[src/rtl/mem_arbiter.sv]
// Two-requester arbiter sharing one memory port between instruction fetch and data access.
// Data side wins ties, bounded by a starvation counter that eventually forces an instruction grant.
`ifndef ADDR_SIZE
`define ADDR_SIZE 31
`endif
`ifndef INSTR_SIZE
`define INSTR_SIZE 31
`endif

module mem_arbiter #(
    parameter int unsigned STARVE_LIMIT = 4
) (
    input  logic                 clk,
    input  logic                 reset,
    input  logic [`ADDR_SIZE:0]  i_addr,
    input  logic                 i_enable,
    output logic [`INSTR_SIZE:0] i_data,
    output logic                 i_ready,
    input  logic [`ADDR_SIZE:0]  d_addr,
    input  logic                 d_r_enable,
    input  logic                 d_w_enable,
    input  logic [`INSTR_SIZE:0] d_w_data,
    output logic [`INSTR_SIZE:0] d_r_data,
    output logic                 d_ready,
    output logic [`ADDR_SIZE:0]  m_addr,
    output logic                 m_r_enable,
    output logic                 m_w_enable,
    output logic [`INSTR_SIZE:0] m_w_data,
    input  logic [`INSTR_SIZE:0] m_r_data,
    input  logic                 m_ready,
    output logic                 busy
);

    localparam int unsigned CNT_W     = 3;
    localparam logic [CNT_W-1:0] LIMIT = CNT_W'(STARVE_LIMIT);

    typedef enum logic [1:0] {
        IDLE,
        GRANT_I,
        GRANT_D
    } state_t;

    state_t           state;
    logic [CNT_W-1:0] starve_cnt;
    logic             d_req;
    logic             i_win;

    assign d_req = d_r_enable | d_w_enable;
    // Instruction wins when alone, or when data has already been favoured LIMIT times in a row.
    assign i_win = i_enable & (~d_req | (starve_cnt == LIMIT));

    always_ff @(posedge clk) begin
        if (reset) begin
            state      <= IDLE;
            starve_cnt <= '0;
            m_addr     <= '0;
            m_w_data   <= '0;
            m_r_enable <= 1'b0;
            m_w_enable <= 1'b0;
        end else begin
            case (state)
                IDLE: begin
                    if (i_win) begin
                        state      <= GRANT_I;
                        starve_cnt <= '0;
                        m_addr     <= i_addr;
                        m_r_enable <= 1'b1;
                        m_w_enable <= 1'b0;
                    end else if (d_req) begin
                        state      <= GRANT_D;
                        m_addr     <= d_addr;
                        m_w_data   <= d_w_data;
                        m_r_enable <= ~d_w_enable;
                        m_w_enable <= d_w_enable;
                        if (!i_enable) begin
                            starve_cnt <= '0;
                        end else if (starve_cnt != LIMIT) begin
                            starve_cnt <= starve_cnt + CNT_W'(1);
                        end
                    end else if (!i_enable) begin
                        starve_cnt <= '0;
                    end
                end
                GRANT_I, GRANT_D: begin
                    // Request inputs are deliberately ignored here; only memory completion ends a grant.
                    if (m_ready) begin
                        state      <= IDLE;
                        m_r_enable <= 1'b0;
                        m_w_enable <= 1'b0;
                    end
                end
                default: state <= IDLE;
            endcase
        end
    end

    assign i_ready  = (state == GRANT_I) & m_ready;
    assign d_ready  = (state == GRANT_D) & m_ready;
    assign i_data   = m_r_data;
    assign d_r_data = m_r_data;
    assign busy     = (state != IDLE);

endmodule

[config.mk]
export PLATFORM = sky130hd
export DESIGN_NAME = mem_arbiter
export DESIGN_NICKNAME = d
export VERILOG_FILES = /design/src/rtl/mem_arbiter.sv
export SDC_FILE = /design/constraint.sdc
export NUM_CORES = 1
export LEC_CHECK = 0
export ABC_AREA = 0
export BUFFER_PORTS_ARGS = -buffer_cell sky130_fd_sc_hd__buf_2
export CAP_MARGIN = 15
export CORE_AREA = 2 2 104 106
export CTS_BUF_LIST = sky130_fd_sc_hd__clkbuf_16
export CTS_CLUSTER_SIZE = 24
export DETAILED_ROUTE_END_ITERATION = 7
export DIE_AREA = 0 0 106 108
export PLACE_DENSITY = 0.72
export REMOVE_ABC_BUFFERS = 1
export SLEW_MARGIN = 20
export SYNTH_ARGS = -nofsm -noshare
export SYNTH_HDL_FRONTEND = slang
export SYNTH_SLANG_ARGS = --single-unit
[constraint.sdc]
create_clock -name clk -period 1.7 [get_ports clk]
set_input_delay 0.17 -clock clk [delete_from_list [all_inputs] [get_ports clk]]
set_output_delay 0.17 -clock clk [all_outputs]
set_load 0.005 [all_outputs]
==> results.md, run 1 <==
* Status: completed
* Initial antenna violation count at 0
* RSZ-0062 raised after global routing: false
* Ys flop type: dfxtp_1
* Core area at about 10000 sq um
* Post-Place Cell Area at 4160 sq um
* Die ar. at ~11000 sq um
* Worst hold path class: in2reg
* Share of layout cells above drive strength 1 at between 30 and 40%
* Largest stage delay, worst path at 0.32 ns
* Synth Area in Compound Gates at 24.8%
* Starting Density at approximately 36%
* All-Layer GR Usage at between 20% and 30%
* Sequential area share after synthesis at 38.7%
* CTS tree: done
* Warnings, synthesis at 0
* Simple-gate share of the synthesized area at 14.3%
* GRT overflow at 0
* IO Pins at roughly 270
* Leakage at slightly above 2 nW
* Slowest stage cell, crit path: dfxtp_1
* Clock skew at 0.00751 ns
* # hold bufs at CTS at 0
* Diodes inserted at 0
* Fraction of the cycle the final worst path needs at 92.1%
* Most frequent cells in the layout: buf_2, dfxtp_1, nand3_1, o21ai_0, a21oi_1
* Power Total at 4.91 mW
* Routability cong. at approximately 0.83
* Vias per std cell at around 5.6
* Startpoint Class: register
* Seq cells post-synth at between 70 and 80
* Mux cell area share after synthesis at 0.307%
* First-pass GRT wire length at ~18000 um
* Arrival time at the worst endpoint at 1.80 ns
* Buffers added on ports at 170
* FILL cells at approximately 1000
* Synth Area in Adders at under 10%
* Max frequency at 0.638 GHz
* DRC at 0
* Num CTS Buffers at 9
* Register clock-pin slew on the reported worst setup and hold paths at ~0.06 ns
* Worst vdd ir at 0.374 mV
* CP cell instances: inv_1 > ha_4 > o31a_2 > buf_12 > nor2_1 > a311oi_1
* Xor/xnor cell area share of the yosys netlist at 0%
* Vias in the first global route at approximately 3400
* Routed wire length per instance at about 19 um
* Post-synth cell types at 30
* Final setup viols at 0
* Post-CTS Setup Inserts at 0
* Largest family of logic cells by synthesized area: compound AO/OA/AOI/OAI gates
* Post-route design area at between 4000 and 5000 sq um
* Max-cap violations at 0
* Die Span Y at roughly 110 um
* CTS max path bufs at 2
* Die width at 106 um
* Area growth from synthesis to layout at 24.1%
* Most common cell after layout, fill and taps aside: buf_2
* Detailed-route via count at between 3000 and 4000
* Largest net degree at the start of global routing at 72
* Min cycle time layout at 1.57 ns
* Synthesized netlist cell count at ~450
* Hold Vio Cnt, Final at 0
* EDFF count, synth at 0
* Synth async-reset ratio at 0%
* H-tree depth at 3
* Post-DP HPWL at about 9000 um
* Max-slew violations at 0
* Final wirelength at 13000 um
* Crit-path max FO at 32
* CTS Root Cell: clkbuf_16
* Max_slew headroom at 51.9%
* Worst-Skew Late Latency at 0.33 ns
* # rows at 37
* Layout Nets at between 600 and 700
* Post-route ant nets at 0
* Cell area after synthesis at 3670 sq um
* Worst slew pin tran at between 0.7 and 0.8 ns
* Worst path required time at 1.93 ns
* Clock sink total at between 70 and 80
* Avg Inst Size Synth at 8.12 sq um
* DR pass1 iterations at 5
* Initial DRC count at 323
* Worst Setup Path Type: reg2reg
* PwrDens at 1080 nW/um^2
* Fin util at 44.5%
* Kind of end point of the critical path: register
## path summary, 6_finish.rpt
kind         cells after the start  slack, ns         from          end
max                              6       0.13     state[0]    m_addr[5]
min                              3        0.1  d_w_data[3]  m_w_data[3]
max reg2reg                      6       0.13     state[0]    m_addr[5]
min reg2reg                      2       0.47  m_w_data[3]  m_w_data[3]
## layer usage
layer / vias to the layer above / wire length, um / global-route usage, %
met5: - / 55 / 9.38
met4: 2 / 165 / 7.14
met3: 16 / 1980 / 12.5
met2: 283 / 5330 / 28.1
met1: 1782 / 5450 / 26.9
li1: 1733 / - / -
## through the flow
step	instances	setup TNS, ns	worst slack (ns)	hold slack (ns)
finish	679	0	0.134	0.0955
global route	679	0	0.0276	0.0957
CTS	677	0	0.0579	0.0780
detailed placement	661	-0.167	-0.0463	0.340
global placement	661	0	0.0401	0.340
floorplan	344	-23.12	-0.700	0.238
## Yosys cell counts (8+ instances only)
master / number / share of area, %
buf_4: 66 / 14
nor2_1: 34 / 3.5
nand3_1: 65 / 8.9
o21ai_0: 53 / 7.2
dfxtp_1: 71 / 39
a311oi_1: 31 / 7.4
buf_2: 12 / 1.6
a21oi_1: 39 / 5.3
o21ai_1: 14 / 1.9
clkbuf_1: 23 / 2.4
inv_1: 8 / 0.82
## cell type report
class / instances / area, sq um / share of cell area, %
clock buffers: 9 / 225 / 4.94
clock inverters: 7 / 78.8 / 1.73
inverters: 8 / 30.0 / 0.659
multi-input cells: 265 / 1560 / 34.1
flip-flops and latches: 71 / 1420 / 31.2
well taps: 136 / 170 / 3.74
repair buffers: 183 / 1070 / 23.6
## state kept, by name (all words and copies together), names as in the netlist
register	cells
m_r_enable	1
m_w_enable	1
starve_cnt	3
m_w_data	32
m_addr	32
state	2
## critical path, delay by kind of cell, from the launching register on
kind / cells / cell delay (ns)
flops: 1 / 0.32
buf+inv: 2 / 0.33
fa+ha+maj: 1 / 0.22
compound gates: 2 / 0.51
simple gates: 1 / 0.06
## timing repair
action                                  CTS  global route
endpoints found under the setup margin    6            42
pin swaps                                 0             1
resized for setup                         1             5
cloned                                    0             2
## logic make-up after synthesis
kind of cell,count (synthesis)
AOI/OAI and AO/OA,148
buffers and inverters,116
and+or+nand+nor,111
DFF,71
adders and majority gates,5
muxes,1
## power by group
group | leakage [nW] | internal, mW | switching [mW]
clock | 0.151 | 1.26 | 0.676
combinational | 1.29 | 0.475 | 0.556
sequential | 0.588 | 1.85 | 0.0925
No activity file was read; power rests on OpenSTA's default activity.
==> inputs of run 2 (changes only) <==
Settings changed: CORE_AREA 2 2 104 106 to 2 2 103 105, DIE_AREA 0 0 106 108 to 0 0 105 107, GPL_TIMING_DRIVEN from default to 0, PLACE_DENSITY 0.72 to 0.73.
Clock period 1.7 ns to 1.9 ns, I/O delays scaled along.
==> run 2 against run 1 <==
  * Global-route usage is 0.67 points lower
  * Wire length is 3.4% lower
  * Via count is 2.1% lower
  * Combinational power is 13% lower
  * First-iteration DRC count is 20% lower
  * Clock power is 27% lower
==> results.md, run 2 (same netlist as run 1, synthesis figures left out) <==
* Total negative setup slack at 0 ns (unchanged)
* Most frequent cells in the layout: buf_2, dfxtp_1, nand3_1, o21ai_0, a21oi_1
* R2R cell count at 5 (-1)
* Register clock-pin slew on the reported worst setup and hold paths at 0.05 ns (about the same)
* Share of layout cells above drive strength 1 at 37.1% (-0.26 points)
* # rows at 37 (unchanged)
* Max-cap violations at 0 (unchanged)
* All-Layer GR Usage at 20.3% (-0.67 points)
* # hold bufs at CTS at 0 (unchanged)
* RSZ-0062 raised after global routing: false
* Initial antenna violation count at 0 (unchanged)
* Fin util at 43.9% (-0.59 points)
* Layout Nets at 671 (-0.89%)
* Vias per std cell at 5.56 (-1.1%)
* Power Total at 4.03 mW (-18%)
* Reg-to-reg endpoint: m_addr[29]
* Post-DP HPWL at 8380 um (-5.4%)
* Routability cong. at 0.721 (-13%)
* Crit path from: starve_cnt[0]
* FILL cells at 1050 (+1.7%)
* CTS tree: done
* Min cycle time layout at 1.75 ns (+0.184 ns)
* Vias in the first global route at 3445 (+1.2%)
* CTS Root Cell: clkbuf_16
* Worst Hold Launch: d_w_data[26]
* Worst hold path class: in2reg
* Detailed-route via count at 3736 (-2.1%)
* Num CTS Buffers at 9 (unchanged)
* Max frequency at 0.571 GHz (-11%)
* Worst Setup Path Type: reg2reg
* Status: completed
* Kind of end point of the critical path: register
* RR Startpoint: starve_cnt[0]
* Largest net degree at the start of global routing at 72 (unchanged)
* Worst hold stages at 3 (unchanged)
* Core area at 10100 sq um (-1.4%)
* Routed wire length per instance at 18.7 um (-2.4%)
* Worst slew pin tran at 0.756 ns (+0.0370 ns)
* Area growth from synthesis to layout at 20.8%
* Clock skew at 0.00859 ns (+0.00108 ns)
* Most common cell after layout, fill and taps aside: buf_2
* Die ar. at 11200 sq um (-1.9%)
* Crit-path max FO at 16 (-50%)
* Final wirelength at 12600 um (-3.4%)
* Die Span Y at 107 um (-0.93%)
* Worst vdd ir at 0.338 mV (-9.7%)
* Top Registers: m_addr x32, m_w_data x32, starve_cnt x3
* Worst Slack Setup Final at 0.149 ns (+0.0158 ns)
* Worst-Skew Late Latency at 0.32 ns (about the same)
* IO Pins at 267 (unchanged)
* Max_slew headroom at 49.6% (-2.3 points)
* Post-route ant nets at 0 (unchanged)
* Post-Place Cell Area at 4080 sq um (-1.9%)
* Hold Vio Cnt, Final at 0 (unchanged)
* DRC at 0 (unchanged)
* Starting Density at 36.4% (+0.49 points)
* Fraction of the cycle the final worst path needs at 92.1% (about the same)
* Post-placement setup slack at -0.338 ns (-0.291 ns)
* Arrival time at the worst endpoint at 1.97 ns (+0.17 ns)
* R2r setup slk at 0.15 ns (+0.02 ns)
* Clock sink total at 71 (unchanged)
* Worst path required time at 2.12 ns (+0.19 ns)
* H-tree depth at 3 (unchanged)
* Diodes inserted at 0 (unchanged)
* First-pass GRT wire length at 17900 um (-2.8%)
* GRT overflow at 0 (unchanged)
* Leakage at 1.95 nW (-3.9%)
* DR pass1 iterations at 4 (-1)
* Buffers added on ports at 170 (unchanged)
* Initial DRC count at 259 (-20%)
* CTS max path bufs at 2 (unchanged)
* Final setup viols at 0 (unchanged)
* Post-route design area at 4430 sq um (-2.7%)
* PwrDens at 909 nW/um^2 (-16%)
* Die width at 105 um (-0.94%)
* Startpoint Class: register
* WHS Endpoint: m_w_data[26]
* Max-slew violations at 0 (unchanged)
## run 2: changes by cell type in the layout (fill, tap and decap cells not counted), moves of 2 or more
cell	before	now
clkinvlp_4	0	2
buf_4	3	1
buf_12	7	2
buf_2	170	168
bufinv_16	2	0
clkbuf_16	11	9
## run 2: metal layers
| metal | wire length (um) | track usage, % | vias up |
|---|---|---|---|
| met5 | 0 | 4.76 | - |
| met1 | 5370 | 24.7 | 1744 |
| li1 | - | - | 1725 |
| met4 | 115 | 6.95 | 0 |
| met2 | 5290 | 28.4 | 258 |
| met3 | 1780 | 13.0 | 9 |
## run 2: timing repair
action                                  4_1_cts  5_1_grt
setup buffers                                 0        1
endpoints found under the setup margin       68       70
resized for setup                             4        9
gates cloned                                  0        3
pin swaps                                     1        1
## run 2: worst max-delay path by stage
stage	slack, ns	endpoint	cells past startpoint
after floorplan	-0.50	m_addr[23]	5
after global placement	-1.17	m_r_enable	4
after detailed placement	-0.34	m_w_data[9]	4
after CTS	-0.06	m_addr[27]	5
after global routing	0.02	m_addr[17]	6
final	0.15	m_addr[29]	5
## run 2: power breakdown
part / switching [mW] / internal (mW) / leakage (nW)
combinational: 0.498 / 0.394 / 1.23
sequential: 0.0827 / 1.66 / 0.588
clock: 0.553 / 0.846 / 0.132
total: 1.13 / 2.90 / 1.95
## run 2: layout make-up
cell class	instances	area, sq um	area share (%)
flip-flops and latches	71	1420	32.1
repair buffers	174	935	21.1
clock buffers	9	225	5.08
inverters	8	33.8	0.762
repair inverters	1	7.51	0.169
clock inverters	6	22.5	0.508
well taps	136	170	3.84
multi-input cells	267	1620	36.5
## run 2: critical path: stages, from the launching register on
cell and delay, ns:
dfxtp_1 0.36, inv_1 0.07, ha_2 0.29, a2bb2oi_4 0.49, o21ai_0 0.16, a311oi_1 0.28
## run 2: per-stage QoR
step	hold slack [ns]	instances
final	0.124	672
after global routing	0.121	672
after CTS	0.108	668
after detailed placement	0.380	653
after global placement	0.380	650
after floorplan	0.258	344
==> inputs of run 3 (changes only) <==
Settings changed: CORE_AREA 2 2 103 105 to 3 3 101 103, DIE_AREA 0 0 105 107 to 0 0 104 106, PLACE_DENSITY 0.73 to 0.77.
==> run 3 against run 2 <==
  * Fmax increased by 0.79%
  * Core utilization increased by 4.3 points
  * Via count decreased by 0.94%
  * Critical path depth increased by 1
==> results.md, run 3 (same netlist as run 1, synthesis figures left out) <==
* Status: completed
* FILL cells at 910 (-13%)
* # rows at 35 (-5.4%)
* Sequential Power Share at 39.3% (-3.9 points)
* Combinational share of power at 20.0% (-2.1 points)
* Worst-Skew Late Latency at 0.33 ns (about the same)
* Switching power of the nets at 1.22 mW (+8.0%)
* Leakage at 1.97 nW (+1.0%)
* Clock power frac at 40.7% (+6.0 points)
* Worst path required time at 2.12 ns (about the same)
* CTS Root Cell: clkbuf_16
* DRC at 0 (unchanged)
* Die width at 104 um (-0.95%)
* # hold bufs at CTS at 0 (unchanged)
* Most frequent cells in the layout: buf_2, dfxtp_1, nand3_1, o21ai_0, a21oi_1
* Largest net degree at the start of global routing at 72 (unchanged)
* Internal Power at 3.20 mW (+10%)
* Worst Setup Path Type: reg2reg
* Post-route ant nets at 0 (unchanged)
* Max-slew violations at 0 (unchanged)
* Final setup viols at 0 (unchanged)
* CTS tree: done
* Kind of end point of the critical path: register
* Max frequency at 0.576 GHz (+0.79%)
* Post-CTS Setup Inserts at 0 (unchanged)
* CTS max path bufs at 2 (unchanged)
* Register clock-pin slew on the reported worst setup and hold paths at 0.06 ns (about the same)
* Most common cell after layout, fill and taps aside: buf_2
* R2r setup slk at 0.16 ns (about the same)
* RSZ-0062 raised after global routing: false
* Num CTS Buffers at 9 (unchanged)
* Die ar. at 11000 sq um (-1.9%)
* Worst Slack Setup Final at 0.163 ns (+0.0138 ns)
* Worst vdd ir at 0.351 mV (+4.0%)
* Layout Nets at 670 (-0.15%)
* Post-DP HPWL at 9100 um (+8.5%)
* Diodes inserted at 0 (unchanged)
* PwrDens at 988 nW/um^2 (+8.7%)
* Routed wire length per instance at 19.8 um (+6.0%)
* Clock sink total at 71 (unchanged)
* Detailed-route via count at 3701 (-0.94%)
* Share of layout cells above drive strength 1 at 38.1% (+0.93 points)
* Post-route design area at 4480 sq um (+0.99%)
* Hold Vio Cnt, Final at 0 (unchanged)
* Fraction of the cycle the final worst path needs at 91.4% (-0.73 points)
* Initial DRC count at 215 (-17%)
* Die Span Y at 106 um (-0.93%)
* Startpoint Class: register
* Core area at 9280 sq um (-8.0%)
* GRT overflow at 0 (unchanged)
* Final wirelength at 13200 um (+4.9%)
* H-tree depth at 3 (unchanged)
* Post-Place Cell Area at 4070 sq um (-0.21%)
* Worst hold path class: in2reg
* Clock skew at 0.00893 ns (+0.000342 ns)
* Routability cong. at 0.804 (+12%)
* Sw Share at 27.7% (-0.43 points)
* First-pass GRT wire length at 18800 um (+5.2%)
* Worst slew pin tran at 0.743 ns (-0.0134 ns)
* Worst hold stages at 3 (unchanged)
* Max_slew headroom at 50.5% (+0.90 points)
* Post-placement setup slack at -0.379 ns (-0.0416 ns)
* All-Layer GR Usage at 21.6% (+1.3 points)
* Area growth from synthesis to layout at 22.0%
* Vias per std cell at 5.57 (+0.11%)
* R2R cell count at 6 (+1)
* Max-cap violations at 0 (unchanged)
* Crit-path max FO at 24 (+8)
* Top Registers: m_addr x32, m_w_data x32, starve_cnt x3
* Buffers added on ports at 170 (unchanged)
* Min cycle time layout at 1.74 ns (-0.0138 ns)
* Vias in the first global route at 3350 (-2.8%)
* Starting Density at 39.5% (+3.2 points)
* Arrival time at the worst endpoint at 1.96 ns (about the same)
* IO Pins at 267 (unchanged)
* DR pass1 iterations at 5 (+1)
* Initial antenna violation count at 0 (unchanged)
## run 3: changes by cell type in the layout (fill, tap and decap cells not counted)
| cell | previous run | this run |
|---|---|---|
| clkinv_1 | 3 | 0 |
| bufinv_16 | 0 | 2 |
| inv_1 | 10 | 8 |
| inv_6 | 0 | 2 |
| buf_12 | 2 | 1 |
| clkinv_2 | 0 | 1 |
| clkinv_4 | 0 | 1 |
## run 3: repair_timing
action | 4_1_cts | 5_1_grt
endpoints found under the setup margin | 69 | 70
gates resized for setup | 4 | 9
pin swaps | 1 | 1
gates cloned | 0 | 3
## run 3: per-stage QoR
step | instances | total power, mW | utilization (%) | hold WS (ns) | TNS [ns]
floorplan | 344 | 2.16 | - | 0.258 | -15.39
finish | 665 | 4.42 | 48.2 | 0.113 | 0
global placement | 643 | 2.55 | 42.8 | 0.380 | -58.80
detailed placement | 646 | 2.61 | 43.8 | 0.380 | -16.15
global route | 665 | 4.67 | 48.2 | 0.100 | 0
CTS | 662 | 4.42 | 47.4 | 0.0964 | -0.0852
## run 3: power by group through the flow
stage / combinational, mW / clock [mW] / sequential [mW]
after floorplan: 0.381 / 0 / 1.78
after global placement: 0.795 / 0 / 1.76
after detailed placement: 0.844 / 0 / 1.77
after CTS: 0.849 / 1.84 / 1.74
after global routing: 0.989 / 1.92 / 1.76
final: 0.887 / 1.80 / 1.74
## run 3: worst max-delay path, cell delays in order (launching register included)
cell and delay (ns):
dfxtp_1 0.32, inv_1 0.09, ha_2 0.35, o2bb2ai_4 0.27
buf_16 0.21, nand3_1 0.09, a311oi_1 0.30
## run 3: routing by layer
layer | vias up | track usage [%] | wire length [um]
li1 | 1726 | - | -
met4 | 0 | 5.79 | 153
met2 | 248 | 30.1 | 5590
met1 | 1719 | 26.8 | 5500
met5 | - | 4.76 | 0
met3 | 8 | 14.5 | 1930
## run 3: area by class of cell
cell class / instances / area (sq um) / area share (%)
inverter: 8 / 33.8 / 0.754
clock buffer: 9 / 225 / 5.03
sequential: 71 / 1420 / 31.7
clock inverter: 7 / 95.1 / 2.12
timing repair buffer: 173 / 915 / 20.4
tap: 129 / 161 / 3.60
timing repair inverter: 1 / 7.51 / 0.168
multi-input combinational: 267 / 1620 / 36.2
## run 3: final timing paths
check	start	to
setup reg to reg	starve_cnt[0]	m_addr[27]
hold / removal	d_w_data[28]	m_w_data[28]
setup / recovery	starve_cnt[0]	m_addr[27]
hold reg to reg	m_w_data[19]	m_w_data[19]
